--- config.mk ---
export PLATFORM = sky130hd
export DESIGN_NAME = rc4_xor_stream_ctrl
export DESIGN_NICKNAME = d
export VERILOG_FILES = /design/src/rtl/rc4_xor_stream_ctrl.sv
export SDC_FILE = /design/constraint.sdc
export NUM_CORES = 1
export LEC_CHECK = 0
export ABC_AREA = 1
export BUFFER_PORTS_ARGS = -buffer_cell sky130_fd_sc_hd__buf_2
export CAP_MARGIN = 25
export CORE_UTILIZATION = 38
export DETAILED_ROUTE_END_ITERATION = 10
export GPL_TIMING_DRIVEN = 0
export PLACE_DENSITY = 0.72
export SLEW_MARGIN = 20
export SYNTH_ARGS = -nofsm -noshare
export SYNTH_HDL_FRONTEND = slang
export SYNTH_SLANG_ARGS = --single-unit
--- constraint.sdc ---
create_clock -name clk -period 4 [get_ports clk]
set_input_delay 0 -clock clk [delete_from_list [all_inputs] [get_ports clk]]
set_output_delay 0 -clock clk [all_outputs]
set_load 0.05 [all_outputs]
--- src/rtl/rc4_xor_stream_ctrl.sv ---
// RC4 stream controller: requests state-array and keystream bytes, XORs them with ciphertext into plaintext.
// Latency: start->gen_state_arr_o 1 cycle, val_ready_i->cready_o 1 cycle, ciphertext accept->pvalid_o 1 cycle.
// Backpressure: plaintext is held in OUT_HOLD until pready_i; ciphertext only accepted in CT_WAIT; generator waits time out.
module rc4_xor_stream_ctrl #(
  parameter int TIMEOUT_CYCLES = 1024,
  parameter int LEN_W          = 16
) (
  input  logic             clk,
  input  logic             n_rst,
  input  logic             start_i,
  input  logic [31:0]      key_i,
  input  logic [LEN_W-1:0] msg_len_i,
  output logic [31:0]      rc4_key_o,
  output logic             gen_state_arr_o,
  input  logic             sarr_generated_i,
  output logic             gen_val_o,
  input  logic             val_ready_i,
  input  logic [7:0]       keystream_i,
  input  logic [7:0]       cdata_i,
  input  logic             cvalid_i,
  output logic             cready_o,
  output logic [7:0]       pdata_o,
  output logic             pvalid_o,
  output logic             plast_o,
  input  logic             pready_i,
  output logic             busy_o,
  output logic             done_o,
  output logic             err_o
);

  // Timer must be able to hold TIMEOUT_CYCLES itself so it can saturate there.
  localparam int TMR_W = $clog2(TIMEOUT_CYCLES + 1);
  localparam logic [TMR_W-1:0] TMR_MAX = TMR_W'(TIMEOUT_CYCLES);

  typedef enum logic [3:0] {
    ST_IDLE,
    ST_INIT_REQ,
    ST_INIT_WAIT,
    ST_KS_REQ,
    ST_KS_WAIT,
    ST_CT_WAIT,
    ST_OUT_HOLD,
    ST_DONE,
    ST_ERROR
  } state_t;

  state_t           state_q, state_d;
  logic [TMR_W-1:0] tmr_q, tmr_d;
  logic [TMR_W-1:0] tmr_inc;
  logic             tmr_expire;
  logic [LEN_W-1:0] remaining_q;
  logic [7:0]       ks_q;

  // Control strobes from the FSM to the datapath registers.
  logic start_acc;
  logic ks_load;
  logic ct_acc;
  logic out_acc;

  assign tmr_inc    = (tmr_q == TMR_MAX) ? tmr_q : tmr_q + TMR_W'(1);
  assign tmr_expire = (tmr_inc == TMR_MAX);

  // State and wait-timer registers.
  always_ff @(posedge clk or negedge n_rst) begin
    if (!n_rst) begin
      state_q <= ST_IDLE;
      tmr_q   <= '0;
    end else begin
      state_q <= state_d;
      tmr_q   <= tmr_d;
    end
  end

  // Next-state decode, generator strobes, stream handshakes and status flags.
  always_comb begin
    state_d         = state_q;
    tmr_d           = tmr_q;
    start_acc       = 1'b0;
    ks_load         = 1'b0;
    ct_acc          = 1'b0;
    out_acc         = 1'b0;
    gen_state_arr_o = 1'b0;
    gen_val_o       = 1'b0;
    cready_o        = 1'b0;
    done_o          = 1'b0;
    busy_o          = 1'b1;
    err_o           = 1'b0;

    unique case (state_q)
      ST_IDLE, ST_ERROR: begin
        busy_o = 1'b0;
        err_o  = (state_q == ST_ERROR);
        if (start_i) begin
          start_acc = 1'b1;
          // A zero-length message never touches the generator.
          state_d   = (msg_len_i == '0) ? ST_DONE : ST_INIT_REQ;
        end
      end
      ST_INIT_REQ: begin
        gen_state_arr_o = 1'b1;
        tmr_d           = '0;
        state_d         = ST_INIT_WAIT;
      end
      ST_INIT_WAIT: begin
        if (sarr_generated_i) begin
          state_d = ST_KS_REQ;
        end else begin
          tmr_d = tmr_inc;
          if (tmr_expire) begin
            state_d = ST_ERROR;
          end
        end
      end
      ST_KS_REQ: begin
        // val_ready_i is deliberately not looked at here.
        gen_val_o = 1'b1;
        tmr_d     = '0;
        state_d   = ST_KS_WAIT;
      end
      ST_KS_WAIT: begin
        if (val_ready_i) begin
          ks_load = 1'b1;
          state_d = ST_CT_WAIT;
        end else begin
          tmr_d = tmr_inc;
          if (tmr_expire) begin
            state_d = ST_ERROR;
          end
        end
      end
      ST_CT_WAIT: begin
        cready_o = 1'b1;
        if (cvalid_i) begin
          ct_acc  = 1'b1;
          state_d = ST_OUT_HOLD;
        end
      end
      ST_OUT_HOLD: begin
        if (pready_i) begin
          out_acc = 1'b1;
          state_d = (remaining_q != '0) ? ST_KS_REQ : ST_DONE;
        end
      end
      ST_DONE: begin
        done_o  = 1'b1;
        state_d = ST_IDLE;
      end
      default: begin
        state_d = ST_IDLE;
      end
    endcase
  end

  // Key/length latch, keystream byte, and the registered plaintext output stage.
  always_ff @(posedge clk or negedge n_rst) begin
    if (!n_rst) begin
      rc4_key_o   <= '0;
      remaining_q <= '0;
      ks_q        <= '0;
      pdata_o     <= '0;
      pvalid_o    <= 1'b0;
      plast_o     <= 1'b0;
    end else begin
      if (start_acc) begin
        rc4_key_o   <= key_i;
        remaining_q <= msg_len_i;
      end
      if (ks_load) begin
        ks_q <= keystream_i;
      end
      if (ct_acc) begin
        pdata_o  <= cdata_i ^ ks_q;
        pvalid_o <= 1'b1;
        plast_o  <= (remaining_q == LEN_W'(1));
        if (remaining_q != '0) begin
          remaining_q <= remaining_q - LEN_W'(1);
        end
      end
      if (out_acc) begin
        pvalid_o <= 1'b0;
        plast_o  <= 1'b0;
      end
    end
  end

endmodule

==> flow_summary.toml <==
[run_status]
status = "finished, final reports clean"

[yosys]
synth_area_per_cell_um2 = 7.882
ys_ff_latch = 81
synth_cells = 537
synth_compound_area_frac = 0.09311
synth_edf_count = 0
yosysUniqueCellTypes = 39
yosys_warnings = 0
synthAdderAreaFrac = 0.01182
ys_seq_area_frac = 0.4789
synth.mux.area_fraction = 0
yosys.area_share.simple = 0.3065
netlist_area_um2 = 4233
syn_nets = 612
async_reset_ff_frac = 1.000
ys.flop_type = "dfrtp_1"
synth_xor_area_frac = 0.04966
synth_top_family_by_area = "simple AND/OR/NAND/NOR gates"

[power]
leakage_nw = 3.031
power_density_nw_per_um2 = 793.7
ir_drop_mv = 0.5411
finalPower_mw = 4.660

[die]
core_um2 = 10840
start_util = 0.3905
die_height_um = 107.5
io_pins = 119
die_area_um2 = 11560
rows = 38
die_w_um = 107.5

[sta]
finalSetupViolations = 0
fin_crit_ns = 2.046
rsz0062_at_grt = "no"
hold_viol_final = 0
relSlewSlack = 0.5437
setup_slack_ns = 1.954
finalCritPeriodShare = 0.5115
fin_skew_ns = 0.01012
timing.fmax_ghz = 0.4887
max_slew.worst_pin.slew_ns = 0.6845
final.setup.tns_ns = 0
final_max_slew_viol_count = 0

[clock_network]
clk_pin_slew_worst_paths_ns = 0.08
cts_resized = 0
cts_root_buffer = "clkbuf_8"
cts_buffers = 9
cts_tree = "yes"
clock_sinks = 81
clock_path_buffers = 2
clk_latency_ns = 0.35
cts_htree_levels = 3

[layout]
regArea_um2 = 2027
fin_util = 0.5417
final_area_um2 = 5872
layout.nets = 804
final.fill_count = 995
multiInputGateArea_um2 = 1952
drive_gt1_frac = 0.2452
syn_to_final_growth_pct = 38.72
final_common_cell = "nand2_1"
antenna_cells = 0
layout_common_cells = "216 x nand2_1, 120 x buf_2, 81 x dfrtp_1"

[drt]
ant_nets = 0
viasPerCell = 4.781
vias = 4179
avgRoutedWirePerCell_um = 13.65
firstDrtPassIters = 5
drt_iter0_drc = 214
remaining_drc_errors = 0
wl_um = 11930

[global_routing]
grt_pass1_wl_um = 20060
grt_pass1_vias = 4272
grt_use_total = 0.2225
grt.overflow.total = 0
grt_max_degree = 58
antenna_found_initial = 0

[setup_path]
criticalPathCategory = "reg -> reg"
crit_arrival_ns = 2.30
worstPathMaxFanout = 7
critPathLaunchType = "flop"
crit_path_end_kind = "flop"
required_ns = 4.25

[place]
io_buffer_count = 118
gp_congestion = 0.8895
hpwlAfterDp_um = 7959
dpl_worst_slack_ns = 1.975
placed_area_um2 = 5029

[hold_path]
hold_class = "in -> reg"

[job]
cap_violations = 0
==> cell usage after synthesis, drive strengths merged (2+ instances only) <==
| library cell | number | area, µm² |
|---|---|---|
| o21ai | 29 | 156.4 |
| clkbuf | 7 | 26.28 |
| xor2 | 11 | 96.34 |
| or2 | 3 | 21.27 |
| dfrtp | 81 | 2027 |
| buf | 6 | 33.77 |
| o211ai | 2 | 20.02 |
| nand3 | 22 | 115.1 |
| o22ai | 8 | 100.1 |
| nor2 | 49 | 234.0 |
| nor3 | 10 | 55.05 |
| ha | 4 | 50.05 |
| a21oi | 6 | 30.03 |
| nand2 | 219 | 834.6 |
| inv | 51 | 193.9 |
| a31oi | 6 | 52.55 |
| xnor2 | 13 | 113.9 |
| nand4 | 4 | 25.02 |
==> worst paths after layout <==
check	start	cells past startpoint	slack, ns	endpoint
max reg2reg	tmr_q[0]	13	1.95	state_q[1]
min reg2reg	rc4_key_o[6]	2	0.47	rc4_key_o[6]
max in group asynchronous	n_rst	3	3.30	remaining_q[0]
min in group asynchronous	n_rst	2	0.09	ks_q[0]
min	val_ready_i	4	0.01	ks_q[7]
max	tmr_q[0]	13	1.95	state_q[1]
==> where the power goes <==
| part | internal [mW] | switching [mW] | total (mW) |
|---|---|---|---|
| Clock | 0.387 | 0.293 | 0.680 |
| Combinational | 0.738 | 1.76 | 2.50 |
| Sequential | 1.19 | 0.294 | 1.48 |
| Total | 2.32 | 2.34 | 4.66 |
==> cell families (layout without fill, tap and decap cells) <==
logic type / count (synthesis) / count (layout)
AO/OA/AOI/OAI: 55 / 55
AND/OR/NAND/NOR: 309 / 309
flip-flops: 81 / 81
buffers and inverters: 64 / 261
XOR/XNOR: 24 / 24
adder cells (fa/ha/maj): 4 / 4
==> metrics by stage <==
stage,instances,hold WS [ns]
floorplan,537,-0.2956
finish,874,0.01330
CTS,874,0.0007922
detailed placement,796,-0.05735
global placement,795,0.1996
global route,874,0.01609
==> critical path, stage by stage, from the launching register on <==
cell and delay [ns]:
dfrtp_1 0.47, inv_2 0.13, ha_1 0.16, nand3_1 0.09, nor2_1 0.21, nand2_1 0.14, nand2_1 0.13, nand2_1 0.07
nor2_1 0.14, nand3_1 0.16, nand2_1 0.09, nand2_1 0.05, nand2_1 0.05, nand2_1 0.05
==> per-layer routing <==
metal  global-route usage  part of all wire
met1               0.2658              0.42
met5                    0                 0
met4              0.08317             0.023
met3              0.05327             0.050
met2               0.3860              0.51
==> cell type report <==
type / instances / share of cell area
flip-flops and latches: 81 / 0.3452
multi-input cells: 392 / 0.3324
repair buffers: 181 / 0.2114
inverters: 51 / 0.03303
well taps: 140 / 0.02983
clock buffers: 14 / 0.02770
clock inverters: 2 / 0.01023
plain buffers: 13 / 0.01023
==> flip-flops by register name, summed over array words and instances, names as in the netlist <==
signal and flops:
state_q 4, plast_o 1, rc4_key_o 32, tmr_q 11
remaining_q 16, pdata_o 8, pvalid_o 1, ks_q 8
==> what timing repair did <==
action,CTS,global route
endpoints found under the setup margin,0,0
hold buffers,62,0
buffers inserted,0,0
hold endpoints to repair,144,0
Power figures use the tool's default switching activity.
